===== config.mk =====
export PLATFORM = sky130hd
export DESIGN_NAME = fb_loader
export DESIGN_NICKNAME = d
export VERILOG_FILES = /design/src/rtl/fb_loader.sv
export SDC_FILE = /design/constraint.sdc
export NUM_CORES = 1
export LEC_CHECK = 0
export ABC_AREA = 1
export CAP_MARGIN = 20
export CORE_UTILIZATION = 55
export CTS_CLUSTER_DIAMETER = 50
export CTS_CLUSTER_SIZE = 8
export DETAILED_ROUTE_END_ITERATION = 8
export HOLD_SLACK_MARGIN = 0.15
export PLACE_DENSITY = 0.77
export SLEW_MARGIN = 20
export SYNTH_ARGS = -nofsm -noshare
export SYNTH_HDL_FRONTEND = slang
export SYNTH_SLANG_ARGS = --single-unit

===== constraint.sdc =====
create_clock -name clk -period 5.49 [get_ports clk]
set_input_delay 1.3725 -clock clk [delete_from_list [all_inputs] [get_ports clk]]
set_output_delay 1.3725 -clock clk [all_outputs]
set_load 0.05 [all_outputs]

===== src/rtl/fb_loader.sv =====
// fb_loader: turns a host byte-command stream into framebuffer write cycles.
// Commands: 0x01 fill-to-colour, 0x02 single pixel, 0x03 packed-pixel burst.
// Optional build macro FB_LOADER_TIMEOUT_EN aborts a command that stalls
// between bytes for TIMEOUT cycles. It reports the abort on cmd_err.
module fb_loader #(
    parameter int ADDR_W  = 12,
    parameter int PIX_W   = 4,
    parameter int TIMEOUT = 1024
) (
    input  logic              clk,
    input  logic              rst,
    input  logic [7:0]        in_data,
    input  logic              in_valid,
    output logic              in_ready,
    output logic [ADDR_W-1:0] fb_waddr,
    output logic [PIX_W-1:0]  fb_din,
    output logic              fb_we,
    output logic              busy,
    output logic              cmd_err
);

    typedef enum logic [2:0] {
        IDLE, ARG0, ARG1, ARG2, FILL, BURST_HI, BURST_LO
    } state_t;

    typedef enum logic [1:0] {
        OP_FILL, OP_PIXEL, OP_BURST
    } op_t;

    state_t            state, state_n;
    op_t               op, op_n;
    logic [ADDR_W-1:0] ptr, ptr_n;
    logic [8:0]        remaining, remaining_n;
    logic [PIX_W-1:0]  hold, hold_n;
    logic [ADDR_W-1:0] waddr_n;
    logic [PIX_W-1:0]  din_n;
    logic              we_n, err_n, ready_n, busy_n;
    logic              accept;

`ifdef FB_LOADER_TIMEOUT_EN
    localparam int TIMER_W = $clog2(TIMEOUT + 1);
    logic [TIMER_W-1:0] timer, timer_n;
`endif

    assign accept = in_valid && in_ready;

    // Next-state, datapath and registered-output values for the command parser
    always_comb begin
        state_n     = state;
        op_n        = op;
        ptr_n       = ptr;
        remaining_n = remaining;
        hold_n      = hold;
        waddr_n     = fb_waddr;
        din_n       = fb_din;
        we_n        = 1'b0;
        err_n       = 1'b0;
        case (state)
            IDLE: begin
                if (accept) begin
                    case (in_data)
                        8'h01: begin op_n = OP_FILL;  state_n = ARG0; end
                        8'h02: begin op_n = OP_PIXEL; state_n = ARG0; end
                        8'h03: begin op_n = OP_BURST; state_n = ARG0; end
                        default: err_n = 1'b1;
                    endcase
                end
            end
            ARG0: begin
                if (accept) begin
                    if (op == OP_FILL) begin
                        we_n    = 1'b1;
                        waddr_n = '0;
                        din_n   = in_data[3:0];
                        state_n = FILL;
                    end else begin
                        hold_n  = in_data[7:4];
                        ptr_n   = ADDR_W'({in_data[3:0], 8'h00});
                        state_n = ARG1;
                    end
                end
            end
            ARG1: begin
                if (accept) begin
                    ptr_n = {ptr[ADDR_W-1:8], in_data};
                    if (op == OP_PIXEL) begin
                        we_n    = 1'b1;
                        waddr_n = {ptr[ADDR_W-1:8], in_data};
                        din_n   = hold;
                        state_n = IDLE;
                    end else begin
                        state_n = ARG2;
                    end
                end
            end
            ARG2: begin
                if (accept) begin
                    remaining_n = (in_data == 8'h00) ? 9'd256 : {1'b0, in_data};
                    state_n     = BURST_HI;
                end
            end
            FILL: begin
                if (fb_waddr == '1) begin
                    state_n = IDLE;
                end else begin
                    we_n    = 1'b1;
                    waddr_n = fb_waddr + ADDR_W'(1);
                end
            end
            BURST_HI: begin
                if (accept) begin
                    we_n    = 1'b1;
                    waddr_n = ptr;
                    din_n   = in_data[7:4];
                    hold_n  = in_data[3:0];
                    state_n = BURST_LO;
                end
            end
            BURST_LO: begin
                we_n        = 1'b1;
                waddr_n     = ptr + ADDR_W'(1);
                din_n       = hold;
                ptr_n       = ptr + ADDR_W'(2);
                remaining_n = remaining - 9'd1;
                state_n     = (remaining == 9'd1) ? IDLE : BURST_HI;
            end
            default: state_n = IDLE;
        endcase
`ifdef FB_LOADER_TIMEOUT_EN
        timer_n = '0;
        if ((state == ARG0 || state == ARG1 || state == ARG2 || state == BURST_HI) && !accept) begin
            if (timer == TIMER_W'(TIMEOUT - 1)) begin
                state_n = IDLE;
                err_n   = 1'b1;
            end else begin
                timer_n = timer + TIMER_W'(1);
            end
        end
`endif
        ready_n = !(state_n == FILL || state_n == BURST_LO);
        busy_n  = (state_n != IDLE);
    end

    // State, datapath and output registers; reset abandons any partial command
    always_ff @(posedge clk or posedge rst) begin
        if (rst) begin
            state     <= IDLE;
            op        <= OP_FILL;
            ptr       <= '0;
            remaining <= '0;
            hold      <= '0;
            fb_waddr  <= '0;
            fb_din    <= '0;
            fb_we     <= 1'b0;
            cmd_err   <= 1'b0;
            in_ready  <= 1'b1;
            busy      <= 1'b0;
`ifdef FB_LOADER_TIMEOUT_EN
            timer     <= '0;
`endif
        end else begin
            state     <= state_n;
            op        <= op_n;
            ptr       <= ptr_n;
            remaining <= remaining_n;
            hold      <= hold_n;
            fb_waddr  <= waddr_n;
            fb_din    <= din_n;
            fb_we     <= we_n;
            cmd_err   <= err_n;
            in_ready  <= ready_n;
            busy      <= busy_n;
`ifdef FB_LOADER_TIMEOUT_EN
            timer     <= timer_n;
`endif
        end
    end

endmodule


==> impl_metrics.yaml <==
yosys:
  synth.most_common_cell: "sky130_fd_sc_hd__nand2_1"
  synthesis.area_per_instance_um2: 6.99
  yosys.area.top_type: "sky130_fd_sc_hd__dfrtp_1"
  synth_area_um2: 3340
  synth_sequential_area_ratio_pct: 37.5
  synth_commonest_cells: "sky130_fd_sc_hd__nand2_1, sky130_fd_sc_hd__inv_1, sky130_fd_sc_hd__dfrtp_1, sky130_fd_sc_hd__nor2_1, sky130_fd_sc_hd__o21ai_0"
  synth_cells: 478
  synth_edf_count: 0
  top_ff_cell_synth: "sky130_fd_sc_hd__dfrtp_1"
  ys_ff_latch: 50
  yosys.cell_types.count: 45
  synthDominantCellAreaShare_pct: 36.7
  synth_async_sr_flop_share_pct: 100
  synthesis.yosys.warnings: 0
  netlist_top_cells_area: "sky130_fd_sc_hd__dfrtp_1, sky130_fd_sc_hd__nand2_1, sky130_fd_sc_hd__inv_1"
  net_count_of_the_mapped_netlist: 493
grt:
  grt_antenna_before_repair: 0
  vias_in_the_first_global_route: 3144
  groute.usage.overall_pct: 30.6
  global_route_wire_length_before_repair_um: 15100
  globalRoute.totalOverflow: 0
  grt_max_degree: 51
critical_path:
  crit-reg2reg-launch: "state[2]"
  critical_path.startpoint: "state[2]"
  worstSetupEndpointType: "flip-flop"
  critPathKind: "reg2reg"
  worstRegToRegCells: 11
  crit-reg2reg-capture: "fb_waddr[2]"
  crit_path_cell_trace: "nand3_4 > inv_2 > nand2_1 > o21ai_2 > inv_1 > ha_1 > or2_2 > nand3_1 > o221ai_1 > nand2_1 > nand2_1"
  crit_path_max_incr_delay_ns: 0.75
  cp_max_fo: 24
  crit_path_start_kind: "flip-flop"
  crit_end: "fb_waddr[2]"
  slowest_stage: "sky130_fd_sc_hd__dfrtp_1"
  cp.required_ns: 5.70
  cp_common_cell: "sky130_fd_sc_hd__nand2_1"
  critical_path_arrival_ns: 3.26
  regToRegSetupSlack_ns: 2.44
status:
  run_status: "complete, no violations"
clock_tree:
  postCtsSetupRepairBufs: 0
  cts_root_buf: "sky130_fd_sc_hd__clkbuf_8"
  clock_latency_ns: 0.31
  tritoncts: "done"
  cts-buffers-inserted: 5
  cts.reportedPaths.clkPinSlew_ns: 0.10
  ctsResizeCount: 0
  clock_sinks: 50
  cts.hold.buffers_added: 0
  buffer_depth_of_the_longest_clock_path: 2
  ctsHtreeMaxLevel: 2
floorplan:
  start_util_pct: 56.8
  ios: 31
  core.rowCount: 28
  die_area_um2: 6390
  floorplan.die.width_um: 80.0
  floorplan.die.height_um: 80.0
  core_area_um2: 5890
finish:
  post-route-util_pct: 63.8
  num_antenna_cells: 0
  area_growth_syn_to_layout_pct: 12.2
  finish.net_count: 516
  drive_above_1_share_pct: 6.57
  count_of_fill_cells_added_during_filler_insertion: 529
timing:
  finalMaxSlewViolations: 0
  timing.final.crit_share_pct: 55.5
  timing.setup.tns_ns: 0
  fmax_ghz: 0.328
  final.min_clock_period_ns: 3.05
  unrepaired_setup_endpoints_after_global_routing: "no"
  hold_violations: 0
  tightest_slew_ns: 0.906
  timing.max_slew.rel_slack_pct: 39.5
  holdWs_ns: 0.501
  final.setup_skew_ns: 0.00721
  worst_slack_ns: 2.44
  setup_violations: 0
routing:
  via_count: 3401
  avg_vias_per_cell: 5.89
  drt_wl_total_um: 8960
  drt_iter0_markers: 426
  antenna_violating_nets_remaining: 0
  first_pass_iteration_count_of_the_detailed_router: 7
  drc: 0
  routedWlPerCell_um: 15.5
power_and_ir_drop:
  worst_ir_drop_vdd_v: 0.000275
  total_leakage_power_nw: 1.76
  power_density_nw_per_um2: 509
  report.power.total_mw: 1.91
placed_design:
  routability_congestion: 0.893
  placement.io_buffers: 30
  dp_worst_setup_slack_ns: 2.29
  hpwl_um: 6460
flow_run:
  cap_violations: 0
min_path:
  hold_class: "reg2reg"
cell families after synthesis:
group,after synthesis,share of synthesized area [%]
buffers and inverters,77,9.92
and+or+nand+nor,253,33.6
xor gates and xnor gates,4,1.05
adders and majority gates,4,1.50
AOI/OAI and AO/OA,90,16.5
DFF,50,37.5
per-stage QoR:
step	cells	instance area (um^2)
after floorplan	478	3340
after global placement	569	3640
after detailed placement	569	3640
after CTS	577	3750
after global routing	577	3750
final	577	3750
critical path, delay by kind of cell (launching register included):
| kind | cells | cell delay (ns) |
|---|---|---|
| AOI/OAI and AO/OA | 2 | 0.29 |
| DFF | 1 | 0.75 |
| and+or+nand+nor | 6 | 1.03 |
| buffers and inverters | 2 | 0.60 |
| adders and majority gates | 1 | 0.25 |
power by group:
group / internal, mW / total (mW) / switching [mW]
Combinational: 0.299 / 0.995 / 0.696
Sequential: 0.497 / 0.650 / 0.153
Clock: 0.134 / 0.265 / 0.130
metal layers:
metal  vias to the layer above  GRT usage, %  part of all wire [%]
li1                       1631             -                     -
met3                        29          4.34                   6.6
met4                         0          11.6                   2.3
met5                         -             0                     0
met2                       154          47.1                    45
met1                      1587          43.4                    46
registers in the layout, indices dropped and copies added, names as in the netlist, 2 cells and up:
signal,cells
fb_waddr,12
op,2
remaining,9
state,3
fb_din,4
ptr,12
hold,4
placed cells by master (no fill, tap or decap), types with 2 or more instances in the layout:
cell | Yosys | final
sky130_fd_sc_hd__o21ai_0 | 30 | 30
sky130_fd_sc_hd__dfrtp_1 | 49 | 49
sky130_fd_sc_hd__nand3_1 | 29 | 29
sky130_fd_sc_hd__nand2_1 | 137 | 137
sky130_fd_sc_hd__nor2_4 | 3 | 3
sky130_fd_sc_hd__nor3_1 | 6 | 6
sky130_fd_sc_hd__inv_1 | 57 | 56
sky130_fd_sc_hd__o221ai_1 | 3 | 3
sky130_fd_sc_hd__nand3_2 | 2 | 2
sky130_fd_sc_hd__inv_2 | 5 | 5
sky130_fd_sc_hd__nor2_2 | 5 | 5
sky130_fd_sc_hd__clkbuf_8 | 0 | 5
sky130_fd_sc_hd__a22oi_1 | 4 | 4
sky130_fd_sc_hd__o22ai_1 | 4 | 4
sky130_fd_sc_hd__ha_1 | 4 | 4
sky130_fd_sc_hd__clkinv_2 | 0 | 3
sky130_fd_sc_hd__xor2_1 | 4 | 4
sky130_fd_sc_hd__nand2_2 | 2 | 2
sky130_fd_sc_hd__o31ai_1 | 5 | 5
sky130_fd_sc_hd__clkdlybuf4s50_1 | 0 | 30
sky130_fd_sc_hd__nand4_1 | 17 | 17
sky130_fd_sc_hd__o211ai_1 | 8 | 8
sky130_fd_sc_hd__a31oi_1 | 8 | 8
sky130_fd_sc_hd__o21ai_1 | 10 | 10
sky130_fd_sc_hd__nor2_1 | 46 | 46
sky130_fd_sc_hd__a21oi_1 | 9 | 9
worst min-delay path by stage:
stage,startpoint,endpoint,slack [ns],cells after the start
2_1_floorplan,ptr[0],ptr[0],0.45,2
5_1_grt,ptr[0],ptr[0],0.55,2
3_5_place_dp,hold[3],hold[3],0.47,2
6_report,hold[3],hold[3],0.50,2
3_3_place_gp,hold[3],hold[3],0.47,2
4_1_cts,hold[3],hold[3],0.50,2
final cells by class:
class / instances / area, um^2 / area share (%)
Multi-Input combinational cell: 351 / 1760 / 46.9
Clock buffer: 5 / 68.8 / 1.83
Inverter: 63 / 238 / 6.34
Tap cell: 75 / 93.8 / 2.50
Sequential cell: 50 / 1250 / 33.4
Clock inverter: 3 / 40.0 / 1.07
Timing Repair Buffer: 30 / 300 / 8.00
Note: power is estimated with default switching activity, not from simulation.
